**src/rtl/param_updown_counter.sv**
```systemverilog
// Parametrised loadable up/down counter with wrap or saturate at the boundaries.
// It drives a one-cycle terminal-count pulse and a sticky overflow flag.
module param_updown_counter #(
    parameter int WIDTH    = 4,
    parameter int MAX_VAL  = (2 ** WIDTH) - 1,
    parameter int SAT_MODE = 0
) (
    input  logic             clk,
    input  logic             rst,
    input  logic             load,
    input  logic [WIDTH-1:0] data_in,
    input  logic             en,
    input  logic             up_dn,
    input  logic             clr_ovf,
    output logic [WIDTH-1:0] data_out,
    output logic             tc,
    output logic             ovf
);

    localparam logic [WIDTH-1:0] MAX_C  = WIDTH'(MAX_VAL);
    localparam logic [WIDTH-1:0] ZERO_C = {WIDTH{1'b0}};
    localparam logic [WIDTH-1:0] ONE_C  = {{(WIDTH-1){1'b0}}, 1'b1};
    localparam logic             SAT_C  = (SAT_MODE != 0);

    logic [WIDTH-1:0] cnt_q, cnt_d;
    logic             tc_q, tc_d;
    logic             ovf_q, ovf_d;
    // Set while the counter is parked at a boundary in saturate mode, so tc fires only once.
    logic             hold_q, hold_d;
    logic             bnd_s;

    // Next-state: load beats count; boundary events pulse tc and set ovf.
    always_comb begin
        cnt_d  = cnt_q;
        tc_d   = 1'b0;
        ovf_d  = ovf_q;
        hold_d = 1'b0;
        bnd_s  = 1'b0;
        if (load) begin
            cnt_d = (data_in > MAX_C) ? MAX_C : data_in;
        end else if (en) begin
            if (up_dn) begin
                if (cnt_q == MAX_C) begin
                    bnd_s = 1'b1;
                    cnt_d = SAT_C ? MAX_C : ZERO_C;
                end else begin
                    cnt_d = cnt_q + ONE_C;
                end
            end else begin
                if (cnt_q == ZERO_C) begin
                    bnd_s = 1'b1;
                    cnt_d = SAT_C ? ZERO_C : MAX_C;
                end else begin
                    cnt_d = cnt_q - ONE_C;
                end
            end
        end else begin
            cnt_d = cnt_q;
        end

        // A boundary event outranks a simultaneous clear of ovf.
        if (bnd_s) begin
            tc_d   = ~(SAT_C & hold_q);
            ovf_d  = 1'b1;
            hold_d = 1'b1;
        end else if (clr_ovf) begin
            ovf_d  = 1'b0;
        end else begin
            ovf_d  = ovf_q;
        end
    end

    // State registers with asynchronous active-low reset.
    always_ff @(posedge clk or negedge rst) begin
        if (!rst) begin
            cnt_q  <= ZERO_C;
            tc_q   <= 1'b0;
            ovf_q  <= 1'b0;
            hold_q <= 1'b0;
        end else begin
            cnt_q  <= cnt_d;
            tc_q   <= tc_d;
            ovf_q  <= ovf_d;
            hold_q <= hold_d;
        end
    end

    assign data_out = cnt_q;
    assign tc       = tc_q;
    assign ovf      = ovf_q;

endmodule

```
**config.mk**
```make
export PLATFORM = sky130hd
export DESIGN_NAME = param_updown_counter
export DESIGN_NICKNAME = d
export VERILOG_FILES = /design/src/rtl/param_updown_counter.sv
export SDC_FILE = /design/constraint.sdc
export NUM_CORES = 1
export LEC_CHECK = 0
export BUFFER_PORTS_ARGS = -buffer_cell sky130_fd_sc_hd__buf_2
export CORE_AREA = 2 2 39 41
export DETAILED_ROUTE_END_ITERATION = 6
export DIE_AREA = 0 0 41 43
export PLACE_DENSITY = 0.56
export SYNTH_ARGS = -nofsm -noshare
export SYNTH_HDL_FRONTEND = slang
export SYNTH_SLANG_ARGS = --single-unit
```
**constraint.sdc**
```tcl
create_clock -name clk -period 2.1 [get_ports clk]
set_clock_uncertainty 0.15 [all_clocks]
set_input_delay 0.63 -clock clk [delete_from_list [all_inputs] [get_ports clk]]
set_output_delay 0.63 -clock clk [all_outputs]
set_load 0.005 [all_outputs]
```
# Word-level counts from Yosys, hierarchy flattened
# Cells that the tools add are included.
# op_classes
n_addsub	2
order_cmp	1
n_eq_ne	1
muxes	14
reduce_logical	3
# ops
cell	count
$mux 4	6
$mux 1	8
$add 4x1->4 const B	1
$eq 4x4->1 const B	1
$gt 4x4->1 const B	1
$logic_not 4->1	1
$reduce_bool 2->1	2
$sub 4x1->4 const B	1
# word_totals
ff_bits	6
out_inout_bits	6
elab_cells	24

# Logic depth before layout (Yosys ltp)
# depth
depth_word	6
depth_mapped	6
ltp_nobuf	6

# Least setup slack after synthesis
# OpenSTA, ideal clock, no wires.
# synth_path
path_kind	flip-flop to flip-flop
startpoint	reg cnt_q[0], in the netlist data_out[0]
endpoint	reg cnt_q[2], in the netlist data_out[2]
setup_time_ns	0.134
arrival_time_ns	1.212
required_ns	1.816
slack_ns	0.604
stages_incl_launch_ff	7
path_cell_list	dfrtp_1 -> inv_1 -> ha_1 -> nor2b_1 -> o21ai_0 -> xor2_1 -> o21ai_0
# synth_via
elab_chain_cells	5
elab_cells_between_ends	9
cone_classes	2 x add/sub; 1 x eq/ne; 5 x mux; 1 x reduce/logical
# synth_rtl
item	line_no	source
start, declared	25	logic [WIDTH-1:0] cnt_q, cnt_d;
start signal, assigned	81	cnt_q <= cnt_d;
$sub 4x1->4, or another cell as far along	54	cnt_d = cnt_q - ONE_C;
$mux 4 (on tied branches)	50, 43	
$mux 4 *	42	if (up_dn) begin
$mux 4 *	41	end else if (en) begin
$mux 4 *	39	if (load) begin
# Every way passes the cells marked *; elsewhere a longest branch is shown, timed or not. The select of a mux whose other input is x is not followed.
# A chain may end at the register's enable or synchronous reset.

# Worst setup path in the final report
# layout_path
startpoint	reg cnt_q[0], in the netlist data_out[0]
endpoint	out data_out[0]
# layout_lines
item	line_no	source
end, declared	15	output logic [WIDTH-1:0] data_out,
# No word-level cell between the ends.

==> metrics.txt <==
PD cells=702.5 nW/um2; grt met1 use=0.1405; FP Rows=14; Core Region=1384 um2; Lkg Pwr=0.2552 nW; placed cells=72; initial antenna violation count=0; Final WS setup=0.4407 ns; DRC Markers=0; CTS root buf=clkbuf_4; cell area after synthesis=376.6 um2; Buf/Inv on CP=1; DR WL/cell=10.57 um; Finished Core Util=0.3544; most frequent cells in the layout=15 x buf_2, 6 x dfrtp_1, 5 x nand2_1, 5 x o21ai_0; Slew Limit Headroom=0.8371; VDD IR-drop max=372.1 uV; CTS Hold Buffers Added=0; routability cong.=0.6629; grt ovf=0; first-iteration detailed-routing DRC count=8; postcts setup bufs=0; register share of total power=0.431; yosys warns=0; post-synth top area cell=dfrtp_1; HP Class=input pin to async pin; fill count=162; crit path max fanout=8; fin. max-slew vios=0; logic gate share of total power=0.250; Yosys cell types=21; top cells by area, synth=dfrtp_1 40%, ha_1 6.6%, o21ai_0 6.6%; CTS tree=built; required time worst endpoint=1.32 ns; Main synth FF type=dfrtp_1; gr usage total=0.1080; largest buffer count on any clock path=2; final hold violation count=0; number of global-route vias before repair=294; Max stage delay on crit path=0.47 ns; Initial Utilization=0.2722; total vias in the final route=357; diode count=0; tightest hold margin=0.04223 ns; final worst path period share=0.7902; post-synthesis sequential area ratio=0.3987; pin count of the biggest net entering global routing=10; Die X=41 um; Clk network pwr share=0.319; die area=1763 um2; post-cts sizing count=0; Area Growth Syn to Fin=30.23%; Synth Instances=42; critical path's slowest cell=dfrtp_1; met3 Use GR=0.07853; TritonRoute pass-1 iters=4; I/O Buffers=15; Synth async-reset ratio=1.000; critical path capture point type=output pin; layout cell share with drive strength beyond 1=0.3220; Synth Net Count=54; Critical Path Start Type=flop; fin cells=75; IO Count=16; final setup fails=0; unrepaired setup endpoints after global routing=false; Place WS=0.4395 ns; EDFF count, synth=0; most common cell after layout, fill and taps aside=buf_2; Die Height=43 um; fin crit period=1.659 ns; Avg Cell Area, Syn=8.967 um2; worst-path cell chain=buf_2; Peak Freq=602.7 MHz; H-tree depth=1; Internal Dissipation=0.0002393 W; clk slew on worst S/H paths=0.05 ns; Post-DRT Antenna Nets=0; CTS Buf Count=3; Max Cap Viol=0; GR peak layer=met1; Layout Nets=73; Setup TNS Final=0 ns; status=finished clean; Worst EP arrival=0.88 ns; Worst Tran Pin Value=0.2443 ns; Synth top area share=0.3987; Total Wirelength=793 um; critical path class=flop to output pin; routing usage on met2=0.1344; Sw Pwr=0.0001052 W; routed vias/inst=4.760; wire length of the first global-routing pass=1242 um; FF+latch count, synth=6; Top delay family on crit path=flip-flops; clk sinks=6; switch share=0.3055; clk_lat worst skew=0.25 ns
routing by layer:
metal  up-vias  share of wire
li1        180              -
met1       158           0.45
met2        19           0.44
met3         0           0.12
met4         0              0
met5         -              0
Yosys cell counts, drive strengths merged, types with 2 or more instances:
master and number:
a21o 2, ha 2, o21ai 5, a21oi 3, dfrtp 6, nand2 5, xnor2 2, nand3 2
inv 3
power groups by stage:
| stage | Sequential (W) | Clock (W) | Combinational, W |
|---|---|---|---|
| 3_5_place_dp | 0.000150 | 0 | 0.0000874 |
| 5_1_grt | 0.000153 | 0.000120 | 0.0000988 |
| 2_1_floorplan | 0.000148 | 0 | 0.0000552 |
| 6_report | 0.000148 | 0.000110 | 0.0000863 |
| 4_1_cts | 0.000149 | 0.000112 | 0.0000880 |
| 3_3_place_gp | 0.000150 | 0 | 0.0000880 |
metrics by stage:
step                      instance area (um2)  power [W]
after floorplan                         376.6  0.0002031
after global placement                  467.9  0.0002384
after detailed placement                467.9  0.0002377
after CTS                               490.5  0.0003487
after global routing                    490.5  0.0003718
final                                   490.5  0.0003446
worst paths after layout:
| check | start | slack, ns | end | cells after the start |
|---|---|---|---|---|
| max in group asynchronous | rst | 1.62 | data_out[1] | 1 |
| setup reg to reg | data_out[0] | 0.49 | data_out[2] | 6 |
| hold / removal | rst | 0.04 | data_out[3] | 1 |
| min in group clk | ovf | 0.32 | ovf | 1 |
| hold reg to reg | ovf | 0.32 | ovf | 1 |
| setup / recovery | data_out[0] | 0.44 | data_out[0] | 1 |
state kept, by name (all words and copies together) (netlist names):
signal and count:
tc 1, ovf 1, data_out 4
cells by family (layout without fill, tap and decap cells):
| kind of cell | Yosys count | count (layout) | share of synthesized area |
|---|---|---|---|
| xor+xnor | 3 | 3 | 0.06978 |
| fa+ha+maj | 2 | 2 | 0.06643 |
| buf+inv | 4 | 21 | 0.03986 |
| simple gates | 13 | 13 | 0.1728 |
| compound gates | 13 | 13 | 0.2259 |
| flops | 6 | 6 | 0.3987 |
| mux | 1 | 1 | 0.02658 |
final cells by class:
cell class / count / area [um2] / area share
Clock buffer: 3 / 22.52 / 0.04592
Inverter: 3 / 11.26 / 0.02296
Multi-Input combinational cell: 32 / 211.5 / 0.4311
Sequential cell: 6 / 150.1 / 0.3061
Tap cell: 16 / 20.02 / 0.04082
Timing Repair Buffer: 15 / 75.07 / 0.1531
(Power assumes the default switching activity.)
